--- src/rtl/cordic_rotation.sv ---
// +-----------------------------------------------------------------------------+
// | cordic_rotation: iterative rotation-mode CORDIC, one micro-rotation/cycle.  |
// | Revision 1.0                                                                |
// +-----------------------------------------------------------------------------+
`default_nettype none

module cordic_rotation #(
  parameter int WORD_WIDTH = 16,
  parameter int ITERATIONS = 14
) (
  input  logic                  clk,
  input  logic                  rst_n,
  input  logic                  start,
  input  logic [WORD_WIDTH-1:0] x_in,
  input  logic [WORD_WIDTH-1:0] y_in,
  input  logic [WORD_WIDTH-1:0] z_in,
  output logic [WORD_WIDTH-1:0] x_out,
  output logic [WORD_WIDTH-1:0] y_out,
  output logic [WORD_WIDTH-1:0] z_out,
  output logic                  busy,
  output logic                  done
);

  localparam int FRAC     = WORD_WIDTH - 3;
  localparam int IW       = $clog2(WORD_WIDTH);
  localparam int TAB_SIZE = 1 << IW;
  localparam logic [63:0] PI_4_Q56 = 64'h00C9_0FDA_A221_68C2;

  // Angle constants are built at elaboration from a 2^-56 fixed-point series.
  function automatic logic [WORD_WIDTH-1:0] round_q56(input logic [63:0] v, input int shift);
    return WORD_WIDTH'((v + (64'd1 << (shift - 1))) >> shift);
  endfunction

  function automatic logic [63:0] atan_q56(input int idx);
    logic [63:0] acc;
    int          e;
    acc = '0;
    if (idx == 0) begin
      acc = PI_4_Q56;
    end else begin
      for (int k = 0; k < 32; k++) begin
        e = 56 - idx * (2 * k + 1);
        if (e >= 0) begin
          if (k[0]) acc = acc - ((64'd1 << e) / 64'(2 * k + 1));
          else      acc = acc + ((64'd1 << e) / 64'(2 * k + 1));
        end
      end
    end
    return acc;
  endfunction

  localparam logic signed [WORD_WIDTH-1:0] HALF_PI = round_q56(PI_4_Q56 << 1, 56 - FRAC);

  typedef enum logic [1:0] {
    S_IDLE = 2'd0,
    S_PRE  = 2'd1,
    S_ITER = 2'd2,
    S_DONE = 2'd3
  } state_t;

  state_t                       r_state;
  state_t                       w_state_nxt;
  logic [IW-1:0]                r_i;
  logic signed [WORD_WIDTH-1:0] r_x, r_y, r_z;
  logic [WORD_WIDTH-1:0]        r_x_out, r_y_out, r_z_out;

  logic [WORD_WIDTH-1:0]        w_atan [TAB_SIZE];
  logic signed [WORD_WIDTH-1:0] w_xs, w_ys, w_xn, w_yn, w_zn;
  logic                         w_last;
  logic                         w_accept;

  for (genvar g = 0; g < TAB_SIZE; g++) begin : g_atan
    if (g < WORD_WIDTH - 2) begin : g_entry
      localparam logic [WORD_WIDTH-1:0] ATAN_G = round_q56(atan_q56(g), 56 - FRAC);
      assign w_atan[g] = ATAN_G;
    end else begin : g_pad
      assign w_atan[g] = '0;
    end
  end

  assign w_last   = (r_i == IW'(ITERATIONS - 1));
  assign w_accept = start && ((r_state == S_IDLE) || (r_state == S_DONE));
  assign w_xs     = r_x >>> r_i;
  assign w_ys     = r_y >>> r_i;

  always_comb begin
    w_xn = r_x;
    w_yn = r_y;
    w_zn = r_z;
    if (!r_z[WORD_WIDTH-1]) begin
      w_xn = r_x - w_ys;
      w_yn = r_y + w_xs;
      w_zn = r_z - w_atan[r_i];
    end else begin
      w_xn = r_x + w_ys;
      w_yn = r_y - w_xs;
      w_zn = r_z + w_atan[r_i];
    end
  end

  always_ff @(posedge clk or negedge rst_n) begin
    if (!rst_n) r_state <= S_IDLE;
    else        r_state <= w_state_nxt;
  end

  always_comb begin
    w_state_nxt = r_state;
    busy        = 1'b0;
    done        = 1'b0;
    case (r_state)
      S_IDLE: if (start) w_state_nxt = S_PRE;
      S_PRE: begin
        busy        = 1'b1;
        w_state_nxt = S_ITER;
      end
      S_ITER: begin
        busy = 1'b1;
        if (w_last) w_state_nxt = S_DONE;
      end
      S_DONE: begin
        done        = 1'b1;
        w_state_nxt = start ? S_PRE : S_IDLE;
      end
      default: w_state_nxt = S_IDLE;
    endcase
  end

  always_ff @(posedge clk or negedge rst_n) begin
    if (!rst_n) begin
      r_i     <= '0;
      r_x     <= '0;
      r_y     <= '0;
      r_z     <= '0;
      r_x_out <= '0;
      r_y_out <= '0;
      r_z_out <= '0;
    end else begin
      if (w_accept) begin
        r_x <= x_in;
        r_y <= y_in;
        r_z <= z_in;
      end
      if (r_state == S_PRE) begin
        r_i <= '0;
        // Boundary angles of exactly +/-pi/2 stay in the CORDIC convergence range.
        if (r_z > HALF_PI) begin
          r_x <= -r_y;
          r_y <= r_x;
          r_z <= r_z - HALF_PI;
        end else if (r_z < -HALF_PI) begin
          r_x <= r_y;
          r_y <= -r_x;
          r_z <= r_z + HALF_PI;
        end
      end
      if (r_state == S_ITER) begin
        r_x <= w_xn;
        r_y <= w_yn;
        r_z <= w_zn;
        r_i <= r_i + 1'b1;
        if (w_last) begin
          r_i     <= '0;
          r_x_out <= w_xn;
          r_y_out <= w_yn;
          r_z_out <= w_zn;
        end
      end
    end
  end

  assign x_out = r_x_out;
  assign y_out = r_y_out;
  assign z_out = r_z_out;

endmodule

`default_nettype wire

--- config.mk ---
export PLATFORM = sky130hd
export DESIGN_NAME = cordic_rotation
export DESIGN_NICKNAME = d
export VERILOG_FILES = /design/src/rtl/cordic_rotation.sv
export SDC_FILE = /design/constraint.sdc
export NUM_CORES = 1
export LEC_CHECK = 0
export ABC_AREA = 1
export BUFFER_PORTS_ARGS = -buffer_cell sky130_fd_sc_hd__buf_4
export CAP_MARGIN = 25
export CORE_ASPECT_RATIO = 0.8
export CORE_MARGIN = 5
export CORE_UTILIZATION = 55
export DETAILED_ROUTE_END_ITERATION = 8
export PLACE_DENSITY = 0.81
export SYNTH_ARGS = -nofsm -noshare
export SYNTH_HDL_FRONTEND = slang
export SYNTH_SLANG_ARGS = --single-unit
--- constraint.sdc ---
create_clock -name clk -period 6.84 [get_ports clk]
set_clock_uncertainty 0.1 [all_clocks]
set_input_delay 0.342 -clock clk [delete_from_list [all_inputs] [get_ports clk]]
set_output_delay 0.342 -clock clk [all_outputs]
set_load 0.1 [all_outputs]
==> metrics.csv <==
metric;value;unit
synthesis.area;11700;um2
synth_edf_count;0;
first_global_vias;12113;
area_growth_syn_to_layout;8.80;%
tightest_slew;1.07;ns
die_area;24300;um2
cts_root_buf;clkbuf_16;
postSynthCellCount;1844;
yosys_warnings;0;
antenna_found_initial;0;
slew_headroom;29.0;%
timing.final.crit_share;74.1;%
synth.ff_latch_count;102;
period_needed;5.07;ns
reg2reg_slack;1.77;ns
rsz0062_at_grt;no;
cts.path.max_buffers;2;
worstHoldPathType;primary input to flop;
grt-ovfl-total;0;
final_nets;2004;
place.detailed.hpwl;33.1;mm
start_util;56.2;%
drive_gt1_share;12.4;%
place_congestion;1.04;
ys_types;56;
vias_per_cell;6.06;
synth.net_count;1969;
ctsHtreeMaxLevel;3;
cts_tree;done;
num_rows;47;
insertion_delay;0.37;ns
slew_viol_final;0;
crit_required;7.00;ns
postLayoutCoreUtil;61.2;%
dp.cells;2136;
port_buffers;100;
grt_max_degree;63;
hold_viol;0;
syn-mean-instance-area;6.33;um2
post-route-drc-count;0;
wl_per_cell;20.8;um
drtAntennaViolNets;0;
fillers;1984;
cp_max_fo;29;
wl;44.8;mm
post_cts_buffers;0;
cp-end-kind;flop;
placed_cell_area;12400;um2
fin_area;12700;um2
crit_arrival;5.23;ns
ys_seq_area_share;21.9;%
diodes;0;
grt_usage;35.7;%
io_pins;101;
ys_async_sr_fraction;100;%
outcome;complete, no violations;
setup_violations;0;
core-area;20800;um2
vias;13043;
tns;0;ns
fin_cells;2152;
fmax;0.197;GHz
firstDrtPassIters;6;
critPathLaunchType;flop;
numClockSinks;102;
crit_type;flop to flop;
die_w;173;um
maxCapViolations;0;
cts_buffers;9;
post_cts_resized;0;
grt_pass1_wl;69.0;mm
clk_pin_slew;0.08;ns
drt_iter0_drc;1754;
synth_flop_cell;dfrtp_1;
die_h;140;um
## cell usage in the layout, fill, tap and decap left out, types with 7 or more instances in the layout
cell type,netlist,routed
o21ai_1,15,15
xnor2_1,25,25
mux2i_1,9,9
nand3_1,177,177
nand2_2,23,24
nor2_2,9,10
nor3_1,11,11
nor2_1,126,125
nor2_4,7,7
a21oi_1,116,116
nand3_2,12,12
inv_1,128,127
buf_4,14,115
nand4_1,12,12
xor2_1,84,84
clkbuf_16,0,9
or2_2,13,13
o21ai_0,113,113
nand2_1,603,602
o211ai_1,22,22
ha_1,71,70
dfrtp_1,102,102
inv_2,12,12
## cells by family (layout without fill, tap and decap cells)
family                   after synthesis  in the layout  share of synthesized area (%)
AO/OA/AOI/OAI                        299            299                           14.1
XOR/XNOR                             109            109                           8.18
adder cells (fa/ha/maj)               74             74                           8.12
buffers and inverters                237            276                           8.90
flip-flops                           102            102                           21.9
multiplexers                          15             15                           1.35
AND/OR/NAND/NOR                     1008           1008                           37.5
## stage by stage
step           hold WS, ns  setup slack [ns]
6_report             0.242              1.77
2_1_floorplan      -0.0536              3.08
3_5_place_dp         0.278              1.95
4_1_cts              0.233              1.93
3_3_place_gp         0.275              2.05
5_1_grt              0.280              1.49
## sequential cells by signal, indices dropped and copies added, names as in the netlist
signal	count
r_state	2
r_i	4
r_y	16
r_x	16
y_out	16
x_out	16
r_z	16
z_out	16
## worst max-delay path: stages, from the launching register on
cell and delay, ns:
dfrtp_1 1.05, inv_6 0.25, ha_1 0.32, inv_1 0.08
nor3_1 0.05, inv_1 0.14, a21oi_2 0.10, inv_2 0.07
ha_1 0.16, nand2_1 0.07, nor4_1 0.35, and3_1 0.27
nand2_1 0.06, nand2_1 0.13, xor2_1 0.31, ha_1 0.31
nand2_1 0.10, nor2_1 0.09, nand2_1 0.07, nor2_1 0.07
a2111o_1 0.35, or2_2 0.30, nand3_1 0.07, nand2_1 0.06
## synth_stat cells (2+ instances only)
cell type / number / area, um2
o211ai_1: 22 / 165
dfrtp_1: 102 / 2550
o22ai_1: 3 / 18.8
nand2_1: 603 / 2260
nand2_4: 5 / 56.3
buf_1: 10 / 37.5
o21ai_2: 3 / 26.3
nand4_1: 12 / 75.1
nor3_1: 11 / 55.1
buf_6: 5 / 56.3
inv_1: 128 / 480
fa_1: 3 / 60.1
nor2_4: 7 / 78.8
nand2_2: 23 / 144
or2_2: 13 / 81.3
buf_2: 27 / 135
ha_1: 71 / 888
nor2_2: 9 / 56.3
o21ai_1: 15 / 75.1
nand3_2: 12 / 120
a21o_1: 4 / 30.0
buf_4: 14 / 105
a211oi_1: 2 / 15.0
o21ai_0: 113 / 566
a31oi_1: 5 / 31.3
inv_2: 12 / 45.0
xor2_1: 84 / 736
xnor2_1: 25 / 219
a21boi_0: 4 / 30.0
nand3_1: 177 / 886
a21oi_1: 116 / 581
mux2i_1: 9 / 90.1
o21bai_1: 5 / 37.5
nor3_2: 3 / 30.0
mux2_2: 6 / 67.6
nor2_1: 126 / 473
clkbuf_1: 36 / 135
## repair_timing
| item | 4_1_cts | 5_1_grt |
|---|---|---|
| hold endpoints to repair | 40 | 0 |
| endpoints found under the setup margin | 0 | 0 |
| hold buffers | 1 | 0 |
## cell type report
cell class                      instances  area (um2)  share of cell area [%]
Inverter                              144         549                    4.32
Clock inverter                          6        53.8                   0.424
Sequential cell                       102        2550                    20.1
Tap cell                              269         337                    2.65
Timing Repair Buffer                  117         893                    7.03
Multi-Input combinational cell       1505        8090                    63.7
Clock buffer                            9         225                    1.77
## layer usage
metal | global-route usage, % | up-vias | wire, um
met1 | 54.9 | 5989 | 20100
met4 | 9.80 | 0 | 1270
met2 | 48.8 | 894 | 17200
met5 | 0 | - | 0
li1 | - | 6065 | -
met3 | 9.73 | 95 | 6190
## path summary, 6_finish.rpt
path                                           start                     to  cells past startpoint
worst max-delay path              r_i[1]$_DFFE_PN0P_      r_z[13]$_DFF_PN0_                     23
worst min-delay path                         x_in[3]       r_x[3]$_DFF_PN0_                      5
worst max register to register    r_i[1]$_DFFE_PN0P_      r_z[13]$_DFF_PN0_                     23
worst min register to register  z_out[3]$_DFFE_PN0P_   z_out[3]$_DFFE_PN0P_                      2
max in group asynchronous                      rst_n  y_out[15]$_DFFE_PN0P_                      3
min in group asynchronous                      rst_n   z_out[4]$_DFFE_PN0P_                      2
Power is not shown: default switching activity piles up to over one toggle a cycle in this logic, so the estimate is an artifact.
